`config.mk`:
```
export PLATFORM = sky130hd
export DESIGN_NAME = mem_access_unit
export DESIGN_NICKNAME = d
export VERILOG_FILES = /design/src/rtl/mem_access_unit.sv
export SDC_FILE = /design/constraint.sdc
export NUM_CORES = 1
export LEC_CHECK = 0
export CORE_MARGIN = 2
export CORE_UTILIZATION = 30
export CTS_BUF_LIST = sky130_fd_sc_hd__clkbuf_8
export CTS_CLUSTER_DIAMETER = 200
export DETAILED_ROUTE_END_ITERATION = 16
export SLEW_MARGIN = 20
export SYNTH_ARGS = -nofsm -noshare
export SYNTH_HDL_FRONTEND = slang
export SYNTH_SLANG_ARGS = --single-unit
```
`constraint.sdc`:
```
create_clock -name clk -period 1.7 [get_ports clk]
set_clock_uncertainty 0.05 [all_clocks]
set_input_delay 0.51 -clock clk [delete_from_list [all_inputs] [get_ports clk]]
set_output_delay 0.51 -clock clk [all_outputs]
set_load 0.02 [all_outputs]
```
`src/rtl/mem_access_unit.sv`:
```
`default_nettype none
// +----------------------------------------------------------------------------+
// | mem_access_unit: load/store/fetch requests -> word-wide variable-latency   |
// | RAM port, with lane steering, load extension and done/error handshake.     |
// | Optional: define MEM_TIMEOUT_EN for a REQ-state bus-error timeout.         |
// | Revision: 1.0 - initial release                                            |
// +----------------------------------------------------------------------------+
module mem_access_unit #(
  parameter int ADDR_W         = 32,
  parameter int TIMEOUT_CYCLES = 16
) (
  input  logic              clk,
  input  logic              rst,
  input  logic              req_valid,
  input  logic              req_write,
  input  logic              req_fetch,
  input  logic [2:0]        req_funct3,
  input  logic [ADDR_W-1:0] req_addr,
  input  logic [31:0]       req_wdata,
  output logic              req_ready,
  output logic              req_err,
  output logic [31:0]       rdata,
  output logic              mem_en,
  output logic              mem_we,
  output logic [3:0]        mem_be,
  output logic [ADDR_W-1:0] mem_addr,
  output logic [31:0]       mem_wdata,
  input  logic [31:0]       mem_rdata,
  input  logic              mem_ack
);

  typedef enum logic [1:0] {
    S_IDLE = 2'd0,
    S_REQ  = 2'd1,
    S_RESP = 2'd2
  } state_t;

  state_t            r_state;
  state_t            w_next;
  logic [ADDR_W-1:0] r_addr;
  logic [2:0]        r_funct3;
  logic              r_write;
  logic              r_err;
  logic [3:0]        r_be;
  logic [31:0]       r_wdata;
  logic [31:0]       r_rdata;

  logic [2:0]        w_f3;
  logic              w_illegal;
  logic              w_misalign;
  logic              w_bad;
  logic [3:0]        w_be;
  logic [31:0]       w_wdata;
  logic [31:0]       w_lane;
  logic [31:0]       w_ext;
  logic              w_timeout;

  // A fetch is treated as lw so the rest of the datapath needs no fetch flag.
  assign w_f3 = req_fetch ? 3'b010 : req_funct3;

  always_comb begin
    w_illegal = 1'b0;
    if (!req_fetch) begin
      if (req_write)
        w_illegal = req_funct3[2] || (req_funct3[1:0] == 2'b11);
      else
        w_illegal = (req_funct3[1:0] == 2'b11) || (req_funct3 == 3'b110);
    end
  end

  always_comb begin
    case (w_f3[1:0])
      2'b01:   w_misalign = req_addr[0];
      2'b10:   w_misalign = (req_addr[1:0] != 2'b00);
      default: w_misalign = 1'b0;
    endcase
  end

  assign w_bad = w_illegal || w_misalign;

  always_comb begin
    w_be    = 4'b1111;
    w_wdata = 32'd0;
    if (req_write) begin
      case (req_funct3[1:0])
        2'b00: begin
          w_be    = 4'b0001 << req_addr[1:0];
          w_wdata = {4{req_wdata[7:0]}};
        end
        2'b01: begin
          w_be    = req_addr[1] ? 4'b1100 : 4'b0011;
          w_wdata = {2{req_wdata[15:0]}};
        end
        default: w_wdata = req_wdata;
      endcase
    end
  end

  assign w_lane = mem_rdata >> {r_addr[1:0], 3'b000};

  always_comb begin
    case (r_funct3)
      3'b000:  w_ext = {{24{w_lane[7]}}, w_lane[7:0]};
      3'b001:  w_ext = {{16{w_lane[15]}}, w_lane[15:0]};
      3'b100:  w_ext = {24'd0, w_lane[7:0]};
      3'b101:  w_ext = {16'd0, w_lane[15:0]};
      default: w_ext = w_lane;
    endcase
  end

`ifdef MEM_TIMEOUT_EN
  localparam int c_CNT_W = $clog2(TIMEOUT_CYCLES + 1);
  logic [c_CNT_W-1:0] r_cnt;

  always_ff @(posedge clk or negedge rst) begin
    if (!rst)
      r_cnt <= '0;
    else if (r_state != S_REQ)
      r_cnt <= '0;
    else if (!mem_ack)
      r_cnt <= r_cnt + 1'b1;
  end

  // Gated by !mem_ack so an ack landing on the timeout cycle still completes.
  assign w_timeout = (r_state == S_REQ) && !mem_ack &&
                     (r_cnt == c_CNT_W'(TIMEOUT_CYCLES - 1));
`else
  logic w_unused_timeout;
  assign w_unused_timeout = (TIMEOUT_CYCLES == 0);
  assign w_timeout        = 1'b0;
`endif

  always_ff @(posedge clk or negedge rst) begin
    if (!rst)
      r_state <= S_IDLE;
    else
      r_state <= w_next;
  end

  always_comb begin
    w_next = r_state;
    case (r_state)
      S_IDLE:  if (req_valid) w_next = w_bad ? S_RESP : S_REQ;
      S_REQ:   if (mem_ack || w_timeout) w_next = S_RESP;
      S_RESP:  w_next = S_IDLE;
      default: w_next = S_IDLE;
    endcase
  end

  always_ff @(posedge clk or negedge rst) begin
    if (!rst) begin
      r_addr   <= '0;
      r_funct3 <= 3'd0;
      r_write  <= 1'b0;
      r_err    <= 1'b0;
      r_be     <= 4'd0;
      r_wdata  <= 32'd0;
      r_rdata  <= 32'd0;
    end else begin
      if (r_state == S_IDLE && req_valid) begin
        r_addr   <= req_addr;
        r_funct3 <= w_f3;
        r_write  <= req_write;
        r_be     <= w_be;
        r_wdata  <= w_wdata;
        r_err    <= w_bad;
      end
      if (r_state == S_REQ && mem_ack && !r_write)
        r_rdata <= w_ext;
      if (w_timeout)
        r_err <= 1'b1;
    end
  end

  assign mem_en    = (r_state == S_REQ);
  assign mem_we    = mem_en && r_write;
  assign mem_be    = r_be;
  assign mem_addr  = {r_addr[ADDR_W-1:2], 2'b00};
  assign mem_wdata = r_wdata;
  assign req_ready = (r_state == S_RESP);
  assign req_err   = (r_state == S_RESP) && r_err;
  assign rdata     = r_rdata;

endmodule
`default_nettype wire

```
==> impl_metrics.env <==
export IMPL_max_cap_violations=0
export IMPL_rows=48
export IMPL_die_w_um=137
export IMPL_numCtsBuffers=9
export IMPL_synth_top_area_share_pct=50.4
export IMPL_violations="setup timing"
export IMPL_finalCritPeriodShare_pct=110
export IMPL_final_area_sq_um=8140
export IMPL_area_growth_pct=53.3
export IMPL_port_buffers=206
export IMPL_hold_violations=0
export IMPL_worst_path_max_fanout=8
export IMPL_coreArea_sq_um=17300
export IMPL_grt_pass1_wl_um=25000
export IMPL_ys_seq_area_share_pct=50.4
export IMPL_yosysTopAreaCell="dfrtp_1"
export IMPL_cts_buffer_depth=2
export IMPL_cts_root_buf="clkbuf_8"
export IMPL_grt_start_max_net_pins=34
export IMPL_p_total_w=0.0115
export IMPL_synth_area_top_cells="dfrtp_1 (50%), nand2_1 (12%), mux2i_1 (4.5%)"
export IMPL_drc_errors=0
export IMPL_syn_instance_count=593
export IMPL_hpwl_um=12600
export IMPL_post_dp_cell_area_sq_um=7880
export IMPL_vias=4807
export IMPL_arrival_ns=2.11
export IMPL_ys_types=33
export IMPL_wl_um=16500
export IMPL_r2r_cells=5
export IMPL_avgSynthCellArea_sq_um=8.96
export IMPL_place_inst=1017
export IMPL_status="finished with violations"
export IMPL_setup_viol=21
export IMPL_grt_pass1_vias=4876
export IMPL_antenna_found_initial=0
export IMPL_cp_required_ns=1.93
export IMPL_fmax_ghz=0.533
export IMPL_finalNonFillerCells=1040
export IMPL_nets=917
export IMPL_cp_start_kind="primary input"
export IMPL_period_minus_slack_ns=1.88
export IMPL_min_path_cells=2
export IMPL_p_leak_nw=4.01
export IMPL_wl_per_cell_um=15.9
export IMPL_vias_per_cell=4.62
export IMPL_cts_tree="done"
export IMPL_grt_overflow_total=0
export IMPL_cts_max_level=3
export IMPL_path_clk_slew_ns=0.11
export IMPL_clk_latency_ns=0.39
export IMPL_hp_class="register to register"
export IMPL_firstDrtPassIters=4
export IMPL_drt_iter0_drc=211
export IMPL_peakVddDrop_mv=0.626
export IMPL_end_kind="register"
export IMPL_die_h_um=137
export IMPL_ios=209
export IMPL_synth_area_sq_um=5310
export IMPL_drive_gt1_share_pct=22.2
export IMPL_antenna_left=0
export IMPL_slew_violations=0
export IMPL_yosys_warnings=0
export IMPL_path_class="primary input to register"
export IMPL_die_area_sq_um=18800
export IMPL_cts_sinks=107
export IMPL_rsz0062_at_grt="yes"
export IMPL_setup_ws_ns=-0.175
export IMPL_powerDensity_nw_per_um2=1410
export IMPL_gp_congestion=0.833
export IMPL_diodes=0
export IMPL_grt_usage_pct=17.4
export IMPL_ys_ff_latch=107
export IMPL_start_util_pct=30.7
## cells by family after synthesis
logic type,synth area share [%]
and+or+nand+nor,22.7
muxes,8.41
adders and majority gates,0.471
other,0.0706
AOI/OAI and AO/OA,9.97
DFF,50.4
buffers and inverters,8.01
## power breakdown
part           internal (W)  total [W]  switching [W]
Clock              0.000976    0.00189       0.000909
Combinational       0.00235    0.00547        0.00312
Sequential          0.00350    0.00411       0.000613
Total               0.00682     0.0115        0.00464
## flip-flops by register name (all words and copies together) (netlist names)
| register | count |
|---|---|
| mem_be | 4 |
| mem_wdata | 32 |
| r_addr | 32 |
| r_err | 1 |
| r_funct3 | 3 |
| r_state | 2 |
| r_write | 1 |
| rdata | 32 |
## cell usage in the layout, fill, tap and decap left out, types with 5 or more instances in the layout
master	instances
clkdlybuf4s15_1	45
nand2_1	162
dlygate4sd2_1	13
clkdlybuf4s50_1	98
buf_12	11
and2_1	6
o21ai_0	28
a21oi_1	22
buf_4	55
dfrtp_1	106
buf_6	8
mux2_2	15
a22o_1	8
nand3_1	24
clkbuf_2	39
mux2i_1	24
nor2_1	39
clkbuf_8	9
nand3_2	16
o31ai_1	16
inv_1	5
nor2b_1	19
## final cells by class
cell class,instances,area [sq um]
Fill cell,1675,9160
Tap cell,225,282
Inverter,4,15.0
Timing Repair Buffer,277,2560
Clock buffer,9,124
Multi-Input combinational cell,411,2360
Clock inverter,7,115
Sequential cell,107,2680
## synth_stat cells
| library cell | n |
|---|---|
| nand2_1 | 163 |
| buf_4 | 32 |
| nor3_1 | 1 |
| conb_1 | 1 |
| inv_1 | 4 |
| o21bai_1 | 2 |
| ha_1 | 2 |
| a21oi_1 | 23 |
| o21a_1 | 1 |
| mux2_2 | 17 |
| clkbuf_1 | 32 |
| nand3b_1 | 3 |
| a21o_1 | 1 |
| nand2b_1 | 1 |
| o311ai_0 | 1 |
| o22ai_1 | 1 |
| o2111ai_4 | 1 |
| nor2_1 | 40 |
| o31ai_1 | 16 |
| and2_1 | 9 |
| buf_2 | 4 |
| or2_2 | 2 |
| o211ai_1 | 1 |
| nand3_1 | 40 |
| mux2i_1 | 24 |
| o21ai_0 | 29 |
| nor2b_1 | 21 |
| a22o_1 | 8 |
| mux2_4 | 1 |
| dfrtp_1 | 107 |
| buf_1 | 2 |
| nor3b_1 | 1 |
| buf_6 | 2 |
## stage by stage
step                hold WS, ns  utilization [%]  TNS, ns  setup slack, ns
global placement          0.405             45.6   -22.27           -0.516
floorplan                 0.164                -   -0.297          -0.0288
detailed placement        0.408             45.6   -25.56           -0.594
global route              0.448             47.1    -3.70           -0.226
finish                    0.431             47.1    -2.96           -0.175
CTS                       0.436             46.9    -1.02           -0.206
## worst max-delay path: stages
cell and delay (ns):
clkdlybuf4s50_1 0.40, mux2_4 0.28, mux2_4 0.29, o2111ai_4 0.33, clkbuf_16 0.24, nand3_2 0.06
## path summary, 6_finish.rpt
check                              from           end  slack (ns)
max                        mem_rdata[7]     rdata[19]       -0.18
min                        mem_wdata[1]  mem_wdata[1]        0.43
max reg2reg                   r_addr[0]     rdata[19]       -0.15
min reg2reg                mem_wdata[1]  mem_wdata[1]        0.43
max in group asynchronous           rst  mem_wdata[8]        0.51
min in group asynchronous           rst    r_state[0]        0.55
## routing by layer
layer  share of wire [%]  up-vias  track usage (%)
met4                 1.4        0             6.30
li1                    -     2353                -
met1                  40     2259             20.5
met2                  49      179             29.0
met3                 9.5       16             6.44
met5                   0        -                0
## timing repair
| item | CTS | global route |
|---|---|---|
| resized for setup | 152 | 125 |
| hold buffers | 1 | 0 |
| gates cloned | 0 | 1 |
| pin swaps | 1 | 5 |
| buffers inserted | 2 | 3 |
| endpoints found under the hold margin | 18 | 0 |
| setup endpoints to repair | 135 | 122 |
No activity file was read; power rests on OpenSTA's default activity.
